File: config.mk
export PLATFORM = sky130hd
export DESIGN_NAME = serial_subtractor
export DESIGN_NICKNAME = d
export VERILOG_FILES = /design/src/rtl/serial_subtractor.sv
export SDC_FILE = /design/constraint.sdc
export NUM_CORES = 1
export LEC_CHECK = 0
export ABC_AREA = 1
export BUFFER_PORTS_ARGS = -buffer_cell sky130_fd_sc_hd__buf_2
export CORE_MARGIN = 1
export CORE_UTILIZATION = 55
export DETAILED_ROUTE_END_ITERATION = 6
export GPL_TIMING_DRIVEN = 0
export PLACE_DENSITY_LB_ADDON = 0.08
export RECOVER_POWER = 100
export SLEW_MARGIN = 10
export SYNTH_ARGS = -nofsm -noshare
export SYNTH_HDL_FRONTEND = slang
export SYNTH_SLANG_ARGS = --single-unit
File: constraint.sdc
create_clock -name clk -period 1.6 [get_ports clk]
set_input_delay 0.16 -clock clk [delete_from_list [all_inputs] [get_ports clk]]
set_output_delay 0.16 -clock clk [all_outputs]
set_load 0.005 [all_outputs]
File: src/rtl/serial_subtractor.sv
// serial_subtractor: bit-serial LSB-first a - b, one bit per clock.
// A borrow flop chains the bit cells; start/busy/done handshake.
//
// Parameters:
//   WIDTH  operand/result width in bits (>= 2)
// Ports:
//   clk    rising-edge clock
//   rst    synchronous active-high reset
//   start  launch request, honoured when not busy
//   a, b   minuend/subtrahend, captured on accepted start
//   busy   high while bits are being processed
//   done   one-cycle pulse, diff/borrow valid
//   diff   (a - b) mod 2^WIDTH, held until next completion
//   borrow final borrow out (a < b unsigned), held with diff
// Build option:
//   SERIAL_SUB_SAT_EN  clamp diff to 0 when the final borrow is 1

module serial_subtractor #(
  parameter int WIDTH = 8
) (
  input  logic             clk,
  input  logic             rst,
  input  logic             start,
  input  logic [WIDTH-1:0] a,
  input  logic [WIDTH-1:0] b,
  output logic             busy,
  output logic             done,
  output logic [WIDTH-1:0] diff,
  output logic             borrow
);

  localparam int CW = $clog2(WIDTH);
  localparam logic [CW-1:0] LAST = CW'(WIDTH - 1);

  if (WIDTH < 2) begin : g_bad_width
    $error("serial_subtractor: WIDTH must be >= 2");
  end

  typedef enum logic [1:0] {
    S_IDLE,
    S_RUN,
    S_DONE
  } state_e;

  state_e           state_q;
  logic [WIDTH-1:0] ra_q;
  logic [WIDTH-1:0] rb_q;
  logic [WIDTH-1:0] res_q;
  logic [WIDTH-1:0] diff_q;
  logic [CW-1:0]    cnt_q;
  logic             br_q;
  logic             borrow_q;
  logic             busy_q;
  logic             done_q;

  logic             bit_d;
  logic             bo_d;
  logic [WIDTH-1:0] res_d;
  logic [WIDTH-1:0] diff_d;
  logic             last;

  // One subtractor bit cell fed by the LSBs and the borrow flop.
  always_comb begin
    bit_d = ra_q[0] ^ rb_q[0] ^ br_q;
    bo_d  = (~ra_q[0] & rb_q[0])
          | (~(ra_q[0] ^ rb_q[0]) & br_q);
    // Result fills from the top so bit 0 ends at the LSB.
    res_d = {bit_d, res_q[WIDTH-1:1]};
    last  = (cnt_q == LAST);
`ifdef SERIAL_SUB_SAT_EN
    diff_d = bo_d ? '0 : res_d;
`else
    diff_d = res_d;
`endif
  end

  always_ff @(posedge clk) begin
    if (rst) begin
      state_q  <= S_IDLE;
      ra_q     <= '0;
      rb_q     <= '0;
      res_q    <= '0;
      diff_q   <= '0;
      cnt_q    <= '0;
      br_q     <= 1'b0;
      borrow_q <= 1'b0;
      busy_q   <= 1'b0;
      done_q   <= 1'b0;
    end else begin
      unique case (state_q)
        S_IDLE, S_DONE: begin
          done_q <= 1'b0;
          if (start) begin
            state_q <= S_RUN;
            busy_q  <= 1'b1;
            ra_q    <= a;
            rb_q    <= b;
            res_q   <= '0;
            br_q    <= 1'b0;
            cnt_q   <= '0;
          end else begin
            state_q <= S_IDLE;
            busy_q  <= 1'b0;
          end
        end
        S_RUN: begin
          ra_q  <= ra_q >> 1;
          rb_q  <= rb_q >> 1;
          res_q <= res_d;
          br_q  <= bo_d;
          if (last) begin
            state_q  <= S_DONE;
            busy_q   <= 1'b0;
            done_q   <= 1'b1;
            diff_q   <= diff_d;
            borrow_q <= bo_d;
          end else begin
            cnt_q <= cnt_q + CW'(1);
          end
        end
        default: begin
          state_q <= S_IDLE;
          busy_q  <= 1'b0;
          done_q  <= 1'b0;
        end
      endcase
    end
  end

  assign busy   = busy_q;
  assign done   = done_q;
  assign diff   = diff_q;
  assign borrow = borrow_q;

endmodule

Word level (Yosys, flattened, before mapping)
Cells that the tools add are included.
{ "totals": {"elab_cells": 49, "regBits": 41, "input_bits": 19} }
{ "op_classes": {"muxes": 17, "n_bitwise": 8, "n_eq_ne": 6, "n_addsub": 1, "reduce_logical": 7} }
{ "op_table": {"columns": ["cell", "n"], "rows": [
  ["$pmux 8 s2", 3],
  ["$mux 8", 3],
  ["$mux 3", 2],
  ["$ne 2x2->1 const B", 3],
  ["$pmux 3 s2", 1],
  ["$mux 1", 4],
  ["$pmux 1 s2", 2],
  ["$pmux 2 s2", 1],
  ["$reduce_and 2->1", 2],
  ["$reduce_or 2->1", 2],
  ["$add 3x1->3 const B", 1],
  ["$eq 3x3->1 const B", 1],
  ["$not 1->1", 3],
  ["$reduce_and 3->1", 1],
  ["$and 1x1->1", 2],
  ["$eq 2x1->1 const B", 1],
  ["$eq 2x2->1 const B", 1],
  ["$logic_not 2->1", 1],
  ["$mux 2", 1],
  ["$reduce_bool 2->1", 1],
  ["$xor 1x1->1", 2],
  ["$or 1x1->1", 1]
]} }

Depth between registers and ports, before layout
{ "depth": {"word_depth": 5, "depth_mapped": 8, "depth_no_buf": 8} }

Worst setup path before layout
Ideal clock, no wire load.
{ "synth_path": {"path_kind": "flip-flop to flip-flop", "startpoint": "register cnt_q[0]", "endpoint": "register borrow_q, in the netlist borrow", "stages_incl_launch_ff": 9, "path_slack_ns": 0.380, "required_ns": 1.489, "t_arrival_ns": 1.110, "cell_sequence": "dfxtp_1 -> ha_1 -> ha_1 -> inv_1 -> nor2_8 -> inv_2 -> nand2_1 -> inv_1 -> nor2_1"} }
{ "synth_between": {"elab_chain_len": 2} }
{ "synth_rtl": {"columns": ["element", "line", "text"], "rows": [
  ["start, declared", "50", "logic [CW-1:0] cnt_q;"],
  ["start signal, assigned", "118", "cnt_q <= cnt_q + CW'(1);"],
  ["$eq 3x3->1", "69", "last = (cnt_q == LAST);"],
  ["$reduce_and 2->1 (no source line)", null, null],
  ["end signal, assigned", "116", "borrow_q <= bo_d;"],
  ["end, declared", "52", "logic borrow_q;"]
]} }
No other way between the ends.
A chain may end at the register's enable or synchronous reset.

Worst setup path in the final report
{ "layout_path": {"startpoint": "register state_q[0]", "endpoint": "register res_q[4]"} }
{ "layout_between": {"elab_chain_len": 4, "word_cells_on_any_way": 8, "cone_classes": "eq/ne: 3; mux: 1; reduce/logical: 4"} }
{ "layout_rtl": {"columns": ["element", "line", "text"], "rows": [
  ["start, declared", "45", "state_e state_q;"],
  ["start signal, assigned", "79", "state_q <= S_IDLE;"],
  ["start signal, assigned", "94", "state_q <= S_RUN;"],
  ["start signal, assigned", "102", "state_q <= S_IDLE;"],
  ["$eq 2x2->1 or $logic_not 2->1 (tied branches)", "90", "unique case (state_q)"],
  ["$reduce_or 2->1", "90", null],
  ["$ne 2x2->1 (no source line) or $reduce_bool 2->1 (tied branches)", null, null],
  ["$reduce_and 2->1 (no source line)", null, null],
  ["end signal, assigned", "109", "res_q <= res_d;"],
  ["end, declared", "48", "logic [WIDTH-1:0] res_q;"]
]} }
Several ways; a longest one is shown, not always the timed one.

==> summary.txt <==
post-CTS setup buffers: 0
GRT overflow: 0
largest net degree at the start of global routing: 12
global-route wire length before repair: 5690 um
hpwl dp: 2410 um
crit path cell chain: buf_6, nand2_4, nand2_1, inv_1, nand3_1, o21ai_0
Synth Warn #: 0
Place WS: 240 ps
IO buf count: 29
ranking of synthesized cells by area: dfxtp_1, nand2_1, inv_1
Routed WL: 3410 um
clk_skew: 10.8 ps
syn_nets: 274
Synth top area share: 43.1%
RSZ-0062 raised after global routing: false
Slew @ Worst Pin: 397 ps
Initial Util: 59.4%
run status: finished clean
crit path max fanout: 10
final period utilization: 86.8%
crit-path max cell delay: 350 ps
Crit. End Element: register
Die Width: 60.1 um
Setup Viol. Count Final: 0
vias in the first global route: 1349
cell type with the largest total area after synthesis: dfxtp_1
Final Hold Vio Count: 0
worst skew pair latency: 340 ps
clk sinks: 40
# H-tree levels: 2
row cnt: 20
distinct cell type count after synthesis: 21
Nets: 310
DIE HEIGHT: 60.1 um
CTS Buf Count: 5
clk root buf: clkbuf_4
maximum clock path buffer count: 2
part of the Yosys area used for sequential elements: 43.1%
Avg WL per Cell: 10.3 um
cts hold-fix bufs: 0
Buf/Inv on CP: 2
ANT nets after route: 0
first-pass iteration count of the detailed router: 4
Residual DRC: 0
Via density: 4.76
# fillers: 306
TritonCTS clock tree: built
CTS resizes: 0
fin crit period: 1390 ps
Pleak: 0.00104 uW
critical path class: reg2reg
Rel. slew slack: 73.6%
initial antenna violation count: 0
Max Slew Vio Count: 0
via count: 1575
syn avg cell area: 7.40 sq um
final setup TNS: 0 ps
GRT Util Overall: 21.8%
GPL Wtd Cong: 0.805
maximum vdd drop: 0.453 mV
Post-Synthesis Cells: 251
Max-Cap Viols: 0
layout cells sized above 1: 18.1%
Mapped Area: 0.00186 sq mm
I/O pins: 30
DRT iter0 DRCs: 90
worst setup margin: 212 ps
crit path DAT: 1610 ps
Setup crit start kind: register
delay-heaviest family, CP: simple AND/OR/NAND/NOR gates
total die area: 0.00361 sq mm
# diodes: 0
Reg clk slew, reported paths: 110 ps
Yosys reg bits: 40
Slowest-stage cell, CP: dfxtp_1
core footprint: 0.00313 sq mm
Area growth syn-to-layout: 10.8%
worst reg-to-reg setup slack: 210 ps
maximum clock rate: 720 MHz
required time of the critical path: 1820 ps
Pwr Density: 898 mW/mm^2
Hold WC Path Type: in2reg
## worst paths after layout
path | end | cells past startpoint | start
worst max-delay path | res_q[4] | 6 | state_q[0]
worst min register to register | busy | 2 | busy
worst min-delay path | cnt_q[1] | 2 | rst
worst max register to register | res_q[4] | 6 | state_q[0]
## placed cells by master (no fill, tap or decap), drive strengths merged
cell | synthesis | layout
a21oi | 17 | 17
buf | 9 | 30
clkbuf | 2 | 16
clkinv | 0 | 1
clkinvlp | 0 | 1
dfxtp | 40 | 40
fa | 1 | 1
ha | 3 | 3
inv | 39 | 38
nand2 | 60 | 60
nand3 | 25 | 25
nor2 | 34 | 34
nor3 | 4 | 4
o21ai | 17 | 17
## worst reg2reg max path: stages, from the launching register on
cell	delay, ps
dfxtp_1	350
buf_6	130
nand2_4	120
nand2_1	320
inv_1	160
nand3_1	90
o21ai_0	100
## layer usage
metal  global-route usage (%)  wire [um]  vias up
met4                     6.98         30        0
met5                        0          0        -
met1                     26.1       1610      695
met2                     37.0       1640       30
met3                     6.49        126        4
li1                         -          -      846
## synthesized netlist by cell type (all sizes together)
cell type  count
dfxtp         40
o21ai         17
nor3           4
inv           39
nand2         60
nor2          34
a21oi         17
nand3         25
clkbuf         2
buf            9
fa             1
ha             3
## cell type report
| cell class | instances | area [sq um] | area share, % |
|---|---|---|---|
| sequential | 40 | 801 | 38.9 |
| multi-input combinational | 161 | 791 | 38.4 |
| inverter | 39 | 148 | 7.17 |
| timing repair buffer | 29 | 136 | 6.63 |
| buffer | 11 | 81.3 | 3.95 |
| tap | 44 | 55.1 | 2.67 |
| clock buffer | 6 | 41.3 | 2.01 |
| clock inverter | 1 | 5.00 | 0.243 |
## where the power goes
part | internal (uW) | total [uW] | leakage [uW] | switching (uW)
sequential | 1050 | 1070 | 0.000327 | 19.9
clock | 162 | 464 | 0.0000281 | 302
combinational | 123 | 317 | 0.000687 | 194
## cell families after synthesis
kind of cell,synth area share (%)
and+or+nand+nor,30.1
adders and majority gates,3.10
AOI/OAI and AO/OA,11.0
DFF,43.1
buffers and inverters,12.7
## sequential cells by signal, summed over array words and instances (netlist names)
signal	flops
borrow	1
br_q	1
busy	1
cnt_q	3
diff	8
done	1
ra_q	8
rb_q	8
res_q	7
state_q	2
## through the flow
stage	hold WS (ps)	area, sq um	total power (uW)	utilization [%]	std cells
6_report	34.6	2060	1850	65.8	331
5_1_grt	37.8	2060	1970	65.8	331
4_1_cts	33.3	2100	1890	67.3	331
3_5_place_dp	407	2060	1430	65.8	324
3_3_place_gp	402	2060	1430	65.8	324
2_1_floorplan	229	1860	1350	-	251
(Power assumes the default switching activity.)
